File: config.mk
export PLATFORM = sky130hd
export DESIGN_NAME = processor_control
export DESIGN_NICKNAME = d
export VERILOG_FILES = /design/src/rtl/processor_control.sv
export SDC_FILE = /design/constraint.sdc
export NUM_CORES = 1
export LEC_CHECK = 0
export BUFFER_PORTS_ARGS = -buffer_cell sky130_fd_sc_hd__buf_4
export CAP_MARGIN = 0
export CORE_AREA = 8 8 68 70
export CTS_CLUSTER_SIZE = 30
export DETAILED_ROUTE_END_ITERATION = 12
export DIE_AREA = 0 0 76 78
export PLACE_DENSITY_LB_ADDON = 0.2
export SYNTH_ARGS = -nofsm -noshare
export SYNTH_HDL_FRONTEND = slang
export SYNTH_SLANG_ARGS = --single-unit
File: constraint.sdc
create_clock -name clk -period 2.26 [get_ports clk]
set_clock_uncertainty 0.15 [all_clocks]
set_input_delay 0.452 -clock clk [delete_from_list [all_inputs] [get_ports clk]]
set_output_delay 0.452 -clock clk [all_outputs]
set_load 0.03 [all_outputs]
File: src/rtl/processor_control.sv
// Control sequencer for the 16-bit multicycle processor: captures one instruction per
// fixed-length slot and walks a T0..T3 timing FSM that drives the datapath strobes.
module processor_control #(
    parameter int unsigned SLOT_CYCLES = 4
) (
    input  logic        clk,
    input  logic        resetn,
    input  logic [15:0] lin,
    output logic        ir_en,
    output logic [7:0]  r_in,
    output logic        a_in,
    output logic        g_in,
    output logic [1:0]  alu_op,
    output logic [3:0]  bus_sel,
    output logic [15:0] imm_val,
    output logic        out_en,
    output logic        done,
    output logic        halted
);

    localparam int unsigned IW    = 16;
    localparam int unsigned CNT_W = (SLOT_CYCLES > 1) ? $clog2(SLOT_CYCLES) : 1;

    localparam logic [CNT_W-1:0] CNT_LAST = CNT_W'(SLOT_CYCLES - 1);
    localparam logic [CNT_W-1:0] CNT_ONE  = CNT_W'(1);

    localparam logic [3:0] BUS_G    = 4'd8;
    localparam logic [3:0] BUS_IMM  = 4'd9;
    localparam logic [3:0] BUS_IDLE = 4'd10;

    localparam logic [2:0] OP_OUT  = 3'b100;
    localparam logic [2:0] OP_LDI  = 3'b101;
    localparam logic [2:0] OP_MOV  = 3'b110;
    localparam logic [2:0] OP_HALT = 3'b111;

    typedef enum logic [2:0] {
        S_T0,
        S_T1,
        S_T2,
        S_T3,
        S_WAIT,
        S_HALT
    } state_e;

    state_e            state_q, state_d;
    logic [CNT_W-1:0]  cnt_q, cnt_d;
    logic [IW-1:0]     ir_q, ir_d;

    logic [2:0] op;
    logic [2:0] rx;
    logic [2:0] ry;
    logic       is_alu;
    logic       slot_wrap;
    logic [7:0] rx_onehot;
    state_e     after_done;

    assign op        = ir_q[15:13];
    assign rx        = ir_q[12:10];
    assign ry        = ir_q[9:7];
    assign is_alu    = ~op[2];
    assign slot_wrap = (cnt_q == CNT_LAST);
    assign rx_onehot = 8'b0000_0001 << rx;

    // A finishing instruction lands directly in T0 if its last cycle is also the slot's last.
    assign after_done = slot_wrap ? S_T0 : S_WAIT;

    assign imm_val = {6'b0, ir_q[9:0]};
    assign halted  = (state_q == S_HALT);

    // State, slot counter and instruction register.
    always_ff @(posedge clk or negedge resetn) begin
        if (!resetn) begin
            state_q <= S_T0;
            cnt_q   <= '0;
            ir_q    <= '0;
        end else begin
            state_q <= state_d;
            cnt_q   <= cnt_d;
            ir_q    <= ir_d;
        end
    end

    // Slot counter runs freely except while halted.
    always_comb begin
        cnt_d = cnt_q;
        if (state_q != S_HALT) begin
            cnt_d = slot_wrap ? '0 : cnt_q + CNT_ONE;
        end
    end

    always_comb begin
        ir_d = ir_q;
        if (state_q == S_T0) begin
            ir_d = lin;
        end
    end

    // Next-state and per-cycle datapath controls, decoded from state and IR only.
    always_comb begin
        state_d = state_q;
        ir_en   = 1'b0;
        r_in    = 8'h00;
        a_in    = 1'b0;
        g_in    = 1'b0;
        alu_op  = 2'd0;
        bus_sel = BUS_IDLE;
        out_en  = 1'b0;
        done    = 1'b0;

        unique case (state_q)
            S_T0: begin
                ir_en   = 1'b1;
                state_d = S_T1;
            end
            S_T1: begin
                if (is_alu) begin
                    bus_sel = {1'b0, rx};
                    a_in    = 1'b1;
                    state_d = S_T2;
                end else begin
                    unique case (op)
                        OP_LDI: begin
                            bus_sel = BUS_IMM;
                            r_in    = rx_onehot;
                            done    = 1'b1;
                            state_d = after_done;
                        end
                        OP_MOV: begin
                            bus_sel = {1'b0, ry};
                            r_in    = rx_onehot;
                            done    = 1'b1;
                            state_d = after_done;
                        end
                        OP_OUT: begin
                            bus_sel = {1'b0, rx};
                            out_en  = 1'b1;
                            done    = 1'b1;
                            state_d = after_done;
                        end
                        OP_HALT: begin
                            done    = 1'b1;
                            state_d = S_HALT;
                        end
                        default: begin
                            state_d = after_done;
                        end
                    endcase
                end
            end
            S_T2: begin
                bus_sel = {1'b0, ry};
                g_in    = 1'b1;
                alu_op  = ir_q[14:13];
                state_d = S_T3;
            end
            S_T3: begin
                bus_sel = BUS_G;
                r_in    = rx_onehot;
                done    = 1'b1;
                state_d = after_done;
            end
            S_WAIT: begin
                if (slot_wrap) begin
                    state_d = S_T0;
                end
            end
            S_HALT: begin
                state_d = S_HALT;
            end
            default: begin
                state_d = S_T0;
            end
        endcase
    end

endmodule

=== Word level (Yosys, flattened, before mapping) ===
Index checks and enable logic that the tools add are counted.

* Flip-flop bits (word level): 21
* Logic and storage cells: 43
* Input bits: 18
* Output and inout port bits: 36

* Eq/ne operators: 12
* Multiplexer cells: 23
* Reductions and logical operators: 3
* Add/sub/neg operators: 1
* Shift operators: 1

{| class="wikitable"
|+ Operators with widths
! cell !! number
|-
| case mux 4 bit (3 select lines) || 2
|-
| equality test 3 bit, second input constant || 6
|-
| case mux 3 bit (6 select lines) || 1
|-
| two-way mux 8 bit || 2
|-
| case mux 8 bit (2 select lines) || 1
|-
| two-way mux 3 bit || 4
|-
| two-way mux 1 bit || 9
|-
| << shifter 1 x 3 -> 8 bit, first input constant || 1
|-
| equality test 3 x 2 -> 1 bit, second input constant || 2
|-
| two-way mux 2 bit || 2
|-
| two-way mux 4 bit || 1
|-
| OR reduction 4 bit || 1
|-
| equality test 3 x 1 -> 1 bit, second input constant || 1
|-
| logical NOT 3 bit || 1
|-
| != test 3 bit, second input constant || 1
|-
| adder 2 x 1 -> 2 bit, second input constant || 1
|-
| equality test 2 bit, second input constant || 1
|-
| != test 2 bit, second input constant || 1
|-
| case mux 1 bit (2 select lines) || 1
|-
| OR reduction 2 bit || 1
|}

=== Longest topological paths before layout ===
* Word-level depth: 5
* Depth in mapped cells: 5
* Depth with buffers taken out: 4

=== Least setup slack after synthesis ===
OpenSTA, ideal clock, no wires.

* Kind: register -> output
* Start point: reg state_q[2]
* End point: out bus_sel[0]
* Stages on the path, launching flop included: 5
* Required time: 1.658 ns
* Path buffers: 1
* Arrival time: 1.956 ns
* Setup slack: -0.298 ns
* Cells stage by stage: dfrtp_1 > buf_2 > nor3b_1 > nand2_1 > o211ai_1

* Cells in the longest elaborated chain, start to end: 2
* Elaborated cells between the ends (all ways): 4
* Those cells by class: eq/ne: 3; mux: 1

{| class="wikitable"
|+ RTL lines
! element !! line !! source
|-
| start, declared || 45 || <nowiki>state_e state_q, state_d;</nowiki>
|-
| start signal, assigned || 77 || <nowiki>state_q <= state_d;</nowiki>
|-
| equality test 3 x 2 -> 1 bit / equality test 3 x 1 -> 1 bit (equally long branches) || 110 || <nowiki>unique case (state_q)</nowiki>
|-
| case mux 4 bit (3 select lines) (*) || 110 ||
|-
| end, declared || 14 || <nowiki>output logic [3:0] bus_sel,</nowiki>
|}

Every way passes the cells marked *; elsewhere a longest branch is shown, timed or not.

=== Worst setup path after layout ===
* Start point: reg state_q[1]
* End point: out bus_sel[3]

The elaborated chain is that of the path after synthesis.

==> flow_summary.toml <==
[logic_synthesis]
synthXorXnorAreaFrac_pct = 0.660
synthSimpleGateAreaFrac_pct = 17.2
muxShareOfSynthArea_pct = 17.2
synthAdderAreaFrac_pct = 0.943
async_reset_ff_share_pct = 100
yosysSeqAreaShare_pct = 39.6
ys_types = 43
synthFlopType = "dfrtp_1"
netlist_area_mm2 = 0.00133
synth_top_family_by_area = "simple AND/OR/NAND/NOR gates"
synth_area_per_cell_um2 = 10.6
syn_inst = 125
ys_ff_latch = 21
synth_warnings = 0
synth-edff-count = 0
synth_compound_area_share_pct = 9.91

[cells_and_area]
drive_gt1_share_pct = 60.0
area_growth_pct = 35.6
final_common_cell = "buf_4"
nNetsFinal = 190
diodes = 0
final_util_pct = 50.6
final_area_mm2 = 0.00180
final_cell_mix = "buf_4, dfrtp_1, nor2_1, mux2_2, mux2_4"
n_fill_cell = 342
layout.cells.non_filler = 218

[die]
pin_count = 54
die_y_um = 78
die-area_mm2 = 0.00593
rows = 22
initial_core_util_pct = 37.4
coreArea_mm2 = 0.00355
die_x_um = 76

[critical_path]
end_kind = "output pin"
cp-start-kind = "flip-flop"
worstPathArrival_ps = 1600
worst-path-max-fanout = 12
ff2ff_setup_slack_ps = 540
crit_type = "flip-flop to output pin"
worstPathRequired_ps = 1660

[power]
combPwrFrac_pct = 63.4
leakagePower_uw = 0.000838
p_sw_uw = 1330
pwr-share-seq_pct = 30.2
swShare_pct = 46.4
power.internal_uw = 1540
p_per_area_mw_per_mm2 = 1590
ir_drop_mv = 0.663
clockPowerShare_pct = 6.4

[placed_design]
io_buffers = 47
place_inst = 207
place_congestion = 0.780
dp_hpwl_mm = 2.50
placed_cell_area_mm2 = 0.00164

[timing]
rsz0062_at_grt = "true"
slew_violations = 0
setup_viol = 0
fin_crit_sh_pct = 97.6
holdWs_ps = 205
fmax_mhz = 453
min_period_ps = 2210
hold_viol_final = 0

[routing]
dr_total_vias = 1063
wl_mm = 3.24
route.detailed.drc = 0
via_per_inst = 4.88
firstDrtPassIters = 4
wl_per_cell_um = 14.9
drt_iter0_drc = 56
final_antenna_net_count = 0

[global_route]
grt.total_usage_pct = 10.7
first_global_vias = 1090
grt_overflow = 0
grt_max_degree = 22
grt_pass1_wl_mm = 5.40
antenna_found_initial = 0

[clocking]
cts_buffers = 3
cts-htree-levels = 1
cts.clk_slew.worst_paths_ps = 120
clk_latency_ps = 300
cts_buffer_depth = 2
cts_tree = "done"
root_buffer = "clkbuf_4"
cts_num_sinks = 21

[worst_hold_path]
hold_class = "input pin to flip-flop"

[outcome]
run_status = "finished, final reports clean"

[job]
drv_cap = 0
-- cell families after synthesis --
logic type,after synthesis
buffers and inverters,27
DFF,21
xor gates and xnor gates,1
other,1
muxes,18
adders and majority gates,1
and+or+nand+nor,38
AOI/OAI and AO/OA,18
-- worst max-delay path, cell delays in order, from the launching register on --
cell     delay [ps]
dfrtp_2         530
buf_4           200
a211o_1         260
a21o_1          150
buf_4           160
-- layer usage --
metal / GRT usage (%) / vias up / wire [um]
met1: 13.2 / 515 / 1470
li1: - / 505 / -
met2: 17.3 / 39 / 1510
met4: 2.35 / 0 / 17
met3: 4.26 / 4 / 250
met5: 0 / - / 0
-- repair_timing --
item                                    4_1_cts  5_1_grt
hold buffers                                  1        0
pin swaps                                     1        1
endpoints found under the setup margin       13       13
hold endpoints to repair                     21        0
resized for setup                             5       14
buffers inserted                              2        4
-- worst paths after layout --
kind | endpoint | from | cells past startpoint
max in group asynchronous | ir_q[14] | resetn | 2
hold / removal | ir_q[11] | lin[11] | 3
setup / recovery | bus_sel[3] | state_q[1] | 4
hold reg to reg | ir_q[4] | ir_q[4] | 1
setup reg to reg | ir_q[1] | state_q[2] | 4
min in group asynchronous | ir_q[7] | resetn | 2
-- through the flow --
stage | setup TNS (ps) | total power, uW | setup slack, ps
detailed placement | 0 | 2500 | 213
CTS | 0 | 2730 | 9.84
global placement | 0 | 2460 | 268
floorplan | 0 | 2130 | 14.0
finish | 0 | 2860 | 54.4
global route | -113 | 3060 | -48.9
-- layout make-up --
| cell class | count | area (um^2) | area share (%) |
|---|---|---|---|
| multi-input cells | 82 | 709 | 39.5 |
| clock inverters | 1 | 5.00 | 0.278 |
| well taps | 48 | 60.1 | 3.34 |
| inverters | 3 | 11.3 | 0.626 |
| repair buffers | 60 | 457 | 25.4 |
| flip-flops and latches | 21 | 533 | 29.6 |
| clock buffers | 3 | 22.5 | 1.25 |
-- flip-flops by register name (all words and copies together) (netlist names) --
signal   count
state_q      3
cnt_q        2
ir_q        16
-- Yosys cell counts (3+ instances only) --
library cell,instances,area share [%]
dfrtp_1,21,40
buf_4,17,9.6
mux2_2,10,8.5
nor2_1,10,2.8
mux2_4,7,7.9
nand2_1,5,1.4
buf_2,4,1.5
a2bb2oi_1,3,2.0
inv_1,3,0.85
nand2b_1,3,1.4
nor3_1,3,1.1
-- power by group through the flow --
stage          registers [uW]  logic (uW)  clock network [uW]
3_5_place_dp              849        1650                   0
5_1_grt                   897        1960                 212
3_3_place_gp              839        1620                   0
4_1_cts                   844        1690                 195
2_1_floorplan             699        1430                   0
6_report                  864        1820                 184
(Power assumes the default switching activity.)
